**src/rtl/bus_arbiter.sv**
```systemverilog
// ---------------------------------------------------------------------------
// bus_arbiter
//
// Round-robin owner of the shared 8-bit CPU bus source select. It grants one
// of up to NUM_REQ level requesters and drives the 3-to-8 output-enable
// decoder (bus_sel -> {a,b,c}, bus_en -> g1). Between two owners there is
// always exactly one TURN cycle with bus_en low, so two drivers can never
// see their enable in the same cycle.
//
// Parameters:
//   NUM_REQ  - number of requesters (2..8); req bits at index >= NUM_REQ
//              are ignored
//   HOLD_MAX - OWN cycles (counted from 0) after which a contested owner is
//              forcibly released (1..255); only used with ARB_TIMEOUT_EN
//
// Optional feature macro:
//   ARB_TIMEOUT_EN - builds the hold counter and the forced release. When it
//                    is undefined an owner keeps the bus until it drops req
//                    and preempt stays 0.
//
// Ports:
//   clk     in   system clock, all state changes on the rising edge
//   rst     in   synchronous active-high reset
//   req     in   [7:0] level request per bus driver
//   bus_sel out  [2:0] index of the current / most recent owner
//   bus_en  out  grant valid
//   gnt_n   out  [7:0] active-low one-hot grant, ~(bus_en << bus_sel)
//   busy    out  high in OWN and TURN
//   preempt out  one-cycle pulse in the TURN caused by a timeout
// ---------------------------------------------------------------------------
module bus_arbiter #(
    parameter int NUM_REQ  = 8,
    parameter int HOLD_MAX = 15
) (
    input  logic       clk,
    input  logic       rst,
    input  logic [7:0] req,
    output logic [2:0] bus_sel,
    output logic       bus_en,
    output logic [7:0] gnt_n,
    output logic       busy,
    output logic       preempt
);

    if (NUM_REQ < 2 || NUM_REQ > 8 || HOLD_MAX < 1 || HOLD_MAX > 255) begin : g_bad_param
        $error("bus_arbiter: NUM_REQ or HOLD_MAX out of range");
    end

    typedef enum logic [1:0] {
        IDLE = 2'd0,
        OWN  = 2'd1,
        TURN = 2'd2
    } state_t;

    localparam logic [7:0] REQ_MASK = 8'((9'h1 << NUM_REQ) - 9'h1);
    localparam logic [2:0] LAST_RST = 3'(NUM_REQ - 1);

    // Round-robin search: first set bit starting at last+1, wrapping modulo
    // NUM_REQ. The loop runs from the far end back towards last+1 so the
    // closest candidate is the one written last. Result is {found, index}.
    function automatic logic [3:0] rr_pick(input logic [7:0] mreq_in,
                                           input logic [2:0] last_in);
        logic [3:0] res;
        int         idx;
        res = 4'h0;
        for (int i = NUM_REQ; i >= 1; i--) begin
            idx = (int'(last_in) + i) % NUM_REQ;
            if (mreq_in[3'(idx)]) begin
                res = {1'b1, 3'(idx)};
            end
        end
        return res;
    endfunction

    state_t     state, state_nxt;
    logic [2:0] last, last_nxt;
    logic [2:0] sel_nxt;
    logic       en_nxt;
    logic [7:0] gnt_nxt;
    logic       busy_nxt;
    logic       pre_nxt;
    logic [7:0] mreq;
    logic [3:0] pick;
    logic       owner_req;
    logic       timeout;

    assign mreq      = req & REQ_MASK;
    assign pick      = rr_pick(mreq, last);
    assign owner_req = mreq[bus_sel];

`ifdef ARB_TIMEOUT_EN
    localparam logic [7:0] HOLD_LIM = 8'(HOLD_MAX);

    logic [7:0] cnt, cnt_nxt;
    logic [7:0] owner_oh;

    assign owner_oh = 8'h01 << bus_sel;
    // Forced release only when somebody else is actually waiting.
    assign timeout  = (cnt == HOLD_LIM) && ((mreq & ~owner_oh) != 8'h00);

    // Counter clears on every new grant and saturates at HOLD_LIM while
    // the owner keeps the bus.
    always_comb begin
        cnt_nxt = cnt;
        if (state_nxt == OWN && state != OWN) begin
            cnt_nxt = 8'h00;
        end else if (state == OWN && cnt != HOLD_LIM) begin
            cnt_nxt = cnt + 8'h01;
        end
    end

    always_ff @(posedge clk) begin
        if (rst) begin
            cnt <= 8'h00;
        end else begin
            cnt <= cnt_nxt;
        end
    end
`else
    assign timeout = 1'b0;
`endif

    always_comb begin
        state_nxt = state;
        sel_nxt   = bus_sel;
        en_nxt    = 1'b0;
        pre_nxt   = 1'b0;
        last_nxt  = last;
        case (state)
            IDLE, TURN: begin
                if (pick[3]) begin
                    state_nxt = OWN;
                    sel_nxt   = pick[2:0];
                    en_nxt    = 1'b1;
                end else begin
                    state_nxt = IDLE;
                end
            end
            OWN: begin
                // A voluntary drop wins over a simultaneous timeout, so
                // preempt only marks genuinely forced releases.
                if (!owner_req) begin
                    state_nxt = TURN;
                    last_nxt  = bus_sel;
                end else if (timeout) begin
                    state_nxt = TURN;
                    last_nxt  = bus_sel;
                    pre_nxt   = 1'b1;
                end else begin
                    en_nxt    = 1'b1;
                end
            end
            default: begin
                state_nxt = IDLE;
            end
        endcase
        gnt_nxt  = en_nxt ? ~(8'h01 << sel_nxt) : 8'hFF;
        busy_nxt = (state_nxt != IDLE);
    end

    always_ff @(posedge clk) begin
        if (rst) begin
            state   <= IDLE;
            bus_sel <= 3'd0;
            bus_en  <= 1'b0;
            gnt_n   <= 8'hFF;
            busy    <= 1'b0;
            preempt <= 1'b0;
            last    <= LAST_RST;
        end else begin
            state   <= state_nxt;
            bus_sel <= sel_nxt;
            bus_en  <= en_nxt;
            gnt_n   <= gnt_nxt;
            busy    <= busy_nxt;
            preempt <= pre_nxt;
            last    <= last_nxt;
        end
    end

endmodule

```
**config.mk**
```make
export PLATFORM = sky130hd
export DESIGN_NAME = bus_arbiter
export DESIGN_NICKNAME = d
export VERILOG_FILES = /design/src/rtl/bus_arbiter.sv
export SDC_FILE = /design/constraint.sdc
export NUM_CORES = 1
export LEC_CHECK = 0
export CAP_MARGIN = 20
export CORE_MARGIN = 2
export CORE_UTILIZATION = 45
export CTS_CLUSTER_SIZE = 28
export DETAILED_ROUTE_END_ITERATION = 8
export GPL_TIMING_DRIVEN = 0
export HOLD_SLACK_MARGIN = 0.03
export PLACE_DENSITY = 0.71
export SETUP_SLACK_MARGIN = 0.1
export SLEW_MARGIN = 20
export SYNTH_ARGS = -nofsm -noshare
export SYNTH_HDL_FRONTEND = slang
export SYNTH_SLANG_ARGS = --single-unit
export TNS_END_PERCENT = 100
```
**constraint.sdc**
```tcl
create_clock -name clk -period 4.6 [get_ports clk]
set_input_delay 0.69 -clock clk [delete_from_list [all_inputs] [get_ports clk]]
set_output_delay 0.69 -clock clk [all_outputs]
set_load 0.02 [all_outputs]
```
# [After elaboration in Yosys (flattened, before gate mapping)]
# Index checks and enable logic that the tools add are counted.
[totals] register_bits=18 input_bits=10 output_inout_bits=14
[classes] n_addsub=8 magnitude_cmp=9 n_eq_ne=2 n_shift=1 muxes=42 bitwise=3 n_reduce_logical=5
[op_table] cell="$lt A3 B5 Y1 const B" count=8
[op_table] cell="$mux W4" count=8
[op_table] cell="$bmux W1 S3" count=9
[op_table] cell="$mux W1" count=20
[op_table] cell="$add A3 B3 Y3 const B" count=4
[op_table] cell="$not A8 Y8" count=1
[op_table] cell="$shl A1 B3 Y8 const A" count=1
[op_table] cell="$add A3 B1 Y3 const B" count=2
[op_table] cell="$add A3 B2 Y3 const B" count=2
[op_table] cell="$mux W3" count=2
[op_table] cell="$lt A3 B4 Y1 const B" count=1
[op_table] cell="$pmux W2 S2" count=1
[op_table] cell="$reduce_or A2 Y1" count=2
[op_table] cell="$eq A2 B1 Y1 const B" count=1
[op_table] cell="$eq A2 B2 Y1 const B" count=1
[op_table] cell="$logic_not A2 Y1" count=1
[op_table] cell="$mux W2" count=1
[op_table] cell="$not A1 Y1" count=2
[op_table] cell="$pmux W1 S2" count=1
[op_table] cell="$reduce_and A2 Y1" count=1
[op_table] cell="$reduce_bool A2 Y1" count=1

# [Logic depth before layout (Yosys ltp)]
# Gate-level depths: netlist of run 1.
[logic_depth] word_depth=16 ltp_mapped=13

# [Worst setup path after synthesis of run 1]
# OpenSTA, ideal clock, no wires.
[synth_path] path_kind="register to register" startpoint="register last[1]" endpoint="register gnt_n[7]" setup_time_ns=0.134 arrival_time_ns=3.213 path_slack_ns=1.253 path_stages_with_launch=13 period_less_slack_ns=3.347 path_cell_list="dfxtp_1 -> buf_6 -> buf_6 -> inv_2 -> ha_1 -> buf_4 -> buf_2 -> mux4_2 -> nor2b_4 -> a2111oi_4 -> a41oi_4 -> o22a_2 -> or4_1"
[synth_via] elab_chain_len=16
[synth_rtl] element="start: declaration" line_no="76" rtl="logic [2:0] last, last_nxt;"
[synth_rtl] element="start signal: assignment" line_no="177" rtl="last <= last_nxt;"
[synth_rtl] element="$add A3 B1 Y3" line_no="67" rtl="idx = (int'(last_in) + i) % NUM_REQ;"
[synth_rtl] element="$bmux W1 S3" line_no="68" rtl="if (mreq_in[3'(idx)]) begin"
[synth_rtl] element="$mux W1 (not written as such) (2 in series)" line_no="68"
[synth_rtl] element="$mux W4 (7 in series)" line_no="68"
[synth_rtl] element="$mux W4 (*)" line_no="68"
[synth_rtl] element="$mux W1 / $mux W3 (equally long branches)" line_no="131" rtl="if (pick[3]) begin"
[synth_rtl] element="$pmux W1 S2 / $mux W3 (equally long branches)" line_no="129" rtl="case (state)"
[synth_rtl] element="$not A1 Y1 (no line) / $shl A1 B3 Y8 (equally long branches)"
[synth_rtl] element="$reduce_or A2 Y1 (no line) / $not A8 Y8 (equally long branches)"
[synth_rtl] element="end signal: assignment" line_no="174" rtl="gnt_n <= gnt_nxt;"
[synth_rtl] element="end: declaration" line_no="40" rtl="output logic [7:0] gnt_n,"
# Every way passes the cells marked *; elsewhere a longest branch is shown, timed or not. The select of a mux whose other input is x is not followed.
# A chain may end at the register's enable or synchronous reset.

# [Final worst setup path of run 1]
# Ends and elaborated chain as after synthesis.

==> results of run 1 <==
-- routing by layer --
layer  share of wire  GRT usage  up-vias
li1                -          -      821
met1            0.45      0.318      814
met2            0.47      0.321       65
met3           0.073     0.0320        6
met4          0.0097     0.0414        0
met5               0          0        -
-- critical path, cell delays in order, from the launching register on --
cell and delay (ns):
dfxtp_1 0.36, buf_6 0.16, buf_6 0.16, inv_2 0.11, ha_1 0.29, buf_4 0.14, buf_2 0.27, mux4_2 0.40
nor2b_4 0.16, a2111oi_4 0.50, a41oi_4 0.25, nor2b_1 0.17, a31oi_1 0.14, or4_1 0.57
-- where the power goes --
part	switching [uW]	total, uW	internal [uW]
registers	36.2	237	201
logic	615	1130	515
clock network	51.5	128	76.0
total	703	1500	792
-- cells by family (layout without fill, tap and decap cells) --
group / count (synthesis) / in the layout
flops: 18 / 18
simple gates: 63 / 63
xor+xnor: 2 / 2
mux: 40 / 40
compound gates: 44 / 44
fa+ha+maj: 2 / 2
other cells: 1 / 1
buf+inv: 29 / 54
-- cells in the final DEF (no fill, tap or decap), types with 6 or more instances in the layout --
cell and count:
dfxtp_1 18, o21ai_0 8, mux4_2 23, inv_1 6
mux2i_1 13, nand3_1 10, a31oi_1 6, nand2_1 16
clkdlybuf4s50_1 21, nor2_1 18, clkbuf_1 9
-- layout make-up --
class / count / share of cell area
multi-input combinational: 152 / 0.631
sequential: 18 / 0.160
timing repair buffer: 21 / 0.0933
buffer: 21 / 0.0500
tap: 50 / 0.0278
clock buffer: 4 / 0.0244
inverter: 8 / 0.0133
-- metrics by stage --
step            util  setup slack, ns  instance area [sq um]  power (uW)  cells
3_5_place_dp   0.542            0.807                   2200        1350    270
6_report       0.555            0.779                   2250        1500    274
5_1_grt        0.555            0.498                   2250        1610    274
3_3_place_gp   0.542            0.839                   2200        1340    270
4_1_cts        0.555            0.790                   2250        1480    274
2_1_floorplan      -             1.25                   1930        1100    199
-- cell usage after synthesis (2+ instances only) --
cell      instances  area share
mux4_2           23        0.27
dfxtp_1          18        0.19
nor2_1           18       0.035
nand2_1          16       0.031
mux2i_1          13       0.068
nand3_1          10       0.026
clkbuf_1          9       0.018
o21ai_0           8       0.021
a31oi_1           6       0.019
inv_1             6       0.012
a21oi_1           5       0.013
nand2b_1          5       0.016
buf_1             4      0.0078
mux2_2            4       0.023
buf_2             3      0.0078
buf_6             3       0.018
nand3b_1          3       0.012
nor2b_1           3      0.0097
o211ai_1          3       0.012
a22o_1            2      0.0091
a311o_1           2       0.010
a311oi_1          2      0.0091
a31o_2            2      0.0091
buf_4             2      0.0078
ha_1              2       0.013
inv_2             2      0.0039
nand4b_1          2      0.0091
-- sequential cells by signal, summed over array words and instances, names as in the netlist --
register and count:
gnt_n 8, last 3, state 2, busy 1
bus_sel 3, bus_en 1
-- path summary, 6_finish.rpt --
kind / from / to
worst min-delay path: bus_sel[2] / last[2]
worst max-delay path: last[1] / gnt_n[7]
worst max register to register: last[1] / gnt_n[7]
worst min register to register: bus_sel[2] / last[2]
==> out/qor.yml, run 1 <==
tightestPinTransition_ns: 0.661
synth.net_count: 211
grt_max_degree: 11
synth_enable_flop_cells: 0
synth_top_family_by_area: "multiplexers"
whs_ns: 0.704
fp.coreArea_sq_um: 4060
via_per_inst: 6.23
cts-buffers-inserted: 3
synthCells: 199
hpwlAfterDp_um: 3630
syn_avg_cell_area_sq_um: 9.68
wl_per_cell_um: 17.7
fp.dieH_um: 69.4
rows: 23
port_buffers: 21
dr.pass1.iters: 4
num_vias: 1706
first_global_vias: 1596
synth-compound-area-share: 0.186
arrival_ns: 3.95
status: "finished, final reports clean"
die_x_um: 69.4
initial_core_util: 0.475
nets: 237
multi_input_area_sq_um: 1420
fin_crit_sh: 0.831
cts_tree: "yes"
synth-simple-area-share: 0.164
synthArstFlopShare: 0
p_per_area_nw_per_um2: 663
yosys.area_share.xor_xnor: 0.0130
p_leak_uw: 0.000835
ys_types: 50
rsz0062_at_grt: "no"
max-cap-violations: 0
hold_buffers: 0
hold_class: "reg2reg"
fmax_mhz: 262
gp_congestion: 0.967
root_buffer: "clkbuf_8"
gr-total-overflow: 0
muxShareOfSynthArea: 0.360
antenna_left: 0
cts_sinks: 18
seq_area_frac_synth: 0.187
ioPinCount: 24
track_usage: 0.211
antenna_found_initial: 0
cts-htree-levels: 1
drt-total-wl_um: 4850
synth-adder-area-share: 0.0130
clk_latency_ns: 0.25
fin_crit_ns: 3.82
min_path_cells: 2
fin_skew_ns: 0.00344
synthFlopType: "dfxtp_1"
path_class: "reg2reg"
grt_pass1_wl_um: 8160
cts_max_path_buffers: 2
nFillCells: 388
vdd_ir_drop_max_v: 0.000290
slew_viol_final: 0
ys_seq_elements: 18
syn_area_sq_um: 1930
drc: 0
finalSetupViolCount: 0
cts_resized: 0
postCtsSetupBuffers: 0
die_area_sq_um: 4820
diodes: 0
required_ns: 4.73
drtIter0Drc: 175
crit_path_start_kind: "flop"
syn_to_final_growth_pct: 17.0
drive_gt1_frac: 0.228
ff2ff_setup_slack_ns: 0.78
cp-end-kind: "flop"
setup_tns_ns: 0
hold_viol: 0
slew_headroom: 0.557
ys_warn_count: 0
path_clk_slew_ns: 0.07
r2r_cells: 13
crit_fanout: 10
seq_area_sq_um: 360
Power figures use the tool's default switching activity.
==> inputs of run 2 (changes only) <==
Clock period 4.6 ns to 3.55 ns, I/O delays scaled along.
==> out/qor.yml, run 2 (synthesis results as in run 1) <==
status: "finished, final reports clean"
power.switching_uw: 990  # +41%
fin_skew_ns: 0.00247  # -0.000977 ns
hpwlAfterDp_um: 3630  # unchanged
nets: 254  # +7.2%
wl_per_cell_um: 17.7  # +0.19%
worstReg2RegStart: "last[1]"
vdd_ir_drop_max_v: 0.000392  # +35%
hold_buffers: 0  # unchanged
gr-total-overflow: 0  # unchanged
whs_ns: 0.613  # -0.0912 ns
largest_register_ffs: 8  # unchanged
arrival_ns: 3.47  # -0.48 ns
cts_sinks: 18  # unchanged
top_register: "gnt_n"
diodes: 0  # unchanged
crit_end: "gnt_n[7]"
root_buffer: "clkbuf_8"
worstPathCellList: "buf_6, buf_12, inv_6, ha_1, buf_6, mux2i_1, mux4_2, a22o_4, a41oi_4, o21ai_2, o22a_4, or4_1"
drt-total-wl_um: 5160  # +6.4%
slowest_delay_ns: 0.56  # about the same
required_ns: 3.68  # -1.05 ns
via_per_inst: 6.13  # -1.5%
max-cap-violations: 0  # unchanged
tightestPinTransition_ns: 0.600  # -0.0610 ns
pwr-share-seq: 0.140  # -0.019
seq_area_sq_um: 362  # +0.35%
cts-buffers-inserted: 3  # unchanged
path_class: "reg2reg"
layout_commonest_cell: "mux4_2"
pwr-share-comb: 0.785  # +0.029
gp_congestion: 0.967  # unchanged
path_common_cell: "buf_6"
cp.depth: 12  # -1
slew_headroom: 0.597  # +0.0399
fp.dieH_um: 69.4  # unchanged
fin_crit_ns: 3.34  # -0.482 ns
path_clk_slew_ns: 0.07  # about the same
r2r_end: "gnt_n[7]"
r2r_cells: 12  # -1
min_path_cells: 2  # unchanged
grt_pass1_wl_um: 8390  # +2.8%
rsz0062_at_grt: "no"
hold_viol: 0  # unchanged
antenna_found_initial: 0  # unchanged
ff2ff_setup_slack_ns: 0.21  # -0.57 ns
p_int_uw: 1210  # +53%
switching_share: 0.449  # -0.0209
hold_class: "in2reg"
p_total_uw: 2200  # +47%
fp.coreArea_sq_um: 4060  # unchanged
multi_input_area_sq_um: 1470  # +3.4%
drc: 0  # unchanged
syn_to_final_growth_pct: 27.8
nFillCells: 378  # -2.6%
p_per_area_nw_per_um2: 896  # +35%
fmax_mhz: 299  # +14%
ioPinCount: 24  # unchanged
slew_viol_final: 0  # unchanged
finalSetupViolCount: 0  # unchanged
p_leak_uw: 0.000931  # +12%
crit_path_start_kind: "flop"
crit_fanout: 10  # unchanged
antenna_left: 0  # unchanged
reg_top3: "gnt_n x8, bus_sel x3, last x3"
die_area_sq_um: 4820  # unchanged
path_buf_inv: 4  # -1
initial_core_util: 0.475  # unchanged
slowest_stage: "mux4_2"
drtIter0Drc: 192  # +9.7%
clk_latency_ns: 0.25  # about the same
crit_start: "last[1]"
die_x_um: 69.4  # unchanged
fin_crit_sh: 0.941  # +0.110
cp-end-kind: "flop"
track_usage: 0.216  # +0.00522
pwr-share-clk: 0.075  # -0.010
port_buffers: 21  # unchanged
cts_max_path_buffers: 2  # unchanged
dr.pass1.iters: 4  # unchanged
rows: 23  # unchanged
cts-htree-levels: 1  # unchanged
crit_family: "compound AO/OA/AOI/OAI gates"
layout_common_cells: "mux4_2 (23), clkdlybuf4s50_1 (21), buf_4 (18), nor2_1 (17), dfxtp_1 (17)"
cts_tree: "yes"
num_vias: 1785  # +4.6%
first_global_vias: 1638  # +2.6%
drive_gt1_frac: 0.324  # +0.0960
grt_max_degree: 11  # unchanged
==> run 2: power by group through the flow <==
stage	combinational [uW]	clock, uW	sequential (uW)
6_report	1730	166	308
2_1_floorplan	1080	0	351
4_1_cts	1530	169	306
3_3_place_gp	1430	0	309
3_5_place_dp	1440	0	311
5_1_grt	1860	181	318
==> run 2: how the worst min path moves through the flow <==
stage | from | endpoint
2_1_floorplan | state[1] | last[2]
3_3_place_gp | bus_sel[2] | last[2]
3_5_place_dp | bus_sel[2] | last[2]
4_1_cts | rst | bus_sel[1]
5_1_grt | rst | bus_sel[1]
6_report | rst | bus_sel[1]
==> run 2: routing by layer <==
layer / global-route usage / vias up / part of all wire
li1: - / 856 / -
met1: 0.319 / 862 / 0.44
met2: 0.339 / 63 / 0.49
met3: 0.0334 / 4 / 0.063
met4: 0.0370 / 0 / 0.0066
met5: 0 / - / 0
==> run 2: timing repair <==
item,4_1_cts,5_1_grt
setup endpoints to repair,11,12
pin swaps,3,6
hold endpoints to repair,0,0
resized for setup,5,16
buffers inserted,6,11
==> run 2: layout make-up <==
type,instances,share of cell area
plain buffers,21,0.0549
clock buffers,4,0.0224
inverters,8,0.0153
multi-input cells,152,0.598
flip-flops and latches,18,0.147
well taps,50,0.0254
repair buffers,38,0.137
==> run 2: per-stage QoR <==
step	setup slack, ns	instance area [sq um]	std cells	utilization	setup TNS (ns)
floorplan	0.203	1930	199	-	0
global placement	-0.211	2200	270	0.542	-1.46
detailed placement	-0.243	2200	270	0.542	-1.74
CTS	0.125	2320	280	0.573	0
global route	0.0740	2460	291	0.607	0
finish	0.211	2460	291	0.607	0
==> run 2: worst reg2reg max path, stage by stage (launching register included) <==
cell and delay [ns]:
dfxtp_2 0.33, buf_6 0.12, buf_12 0.14, inv_6 0.10, ha_1 0.25, buf_6 0.14, mux2i_1 0.14, mux4_2 0.56
a22o_4 0.28, a41oi_4 0.33, o21ai_2 0.11, o22a_4 0.22, or4_1 0.51
==> inputs of run 3 (changes only) <==
Settings changed: SLEW_MARGIN 20 to unset.
==> results of run 3 <==
Same layout as run 2: the final DEF is identical, and so are final timing and power.
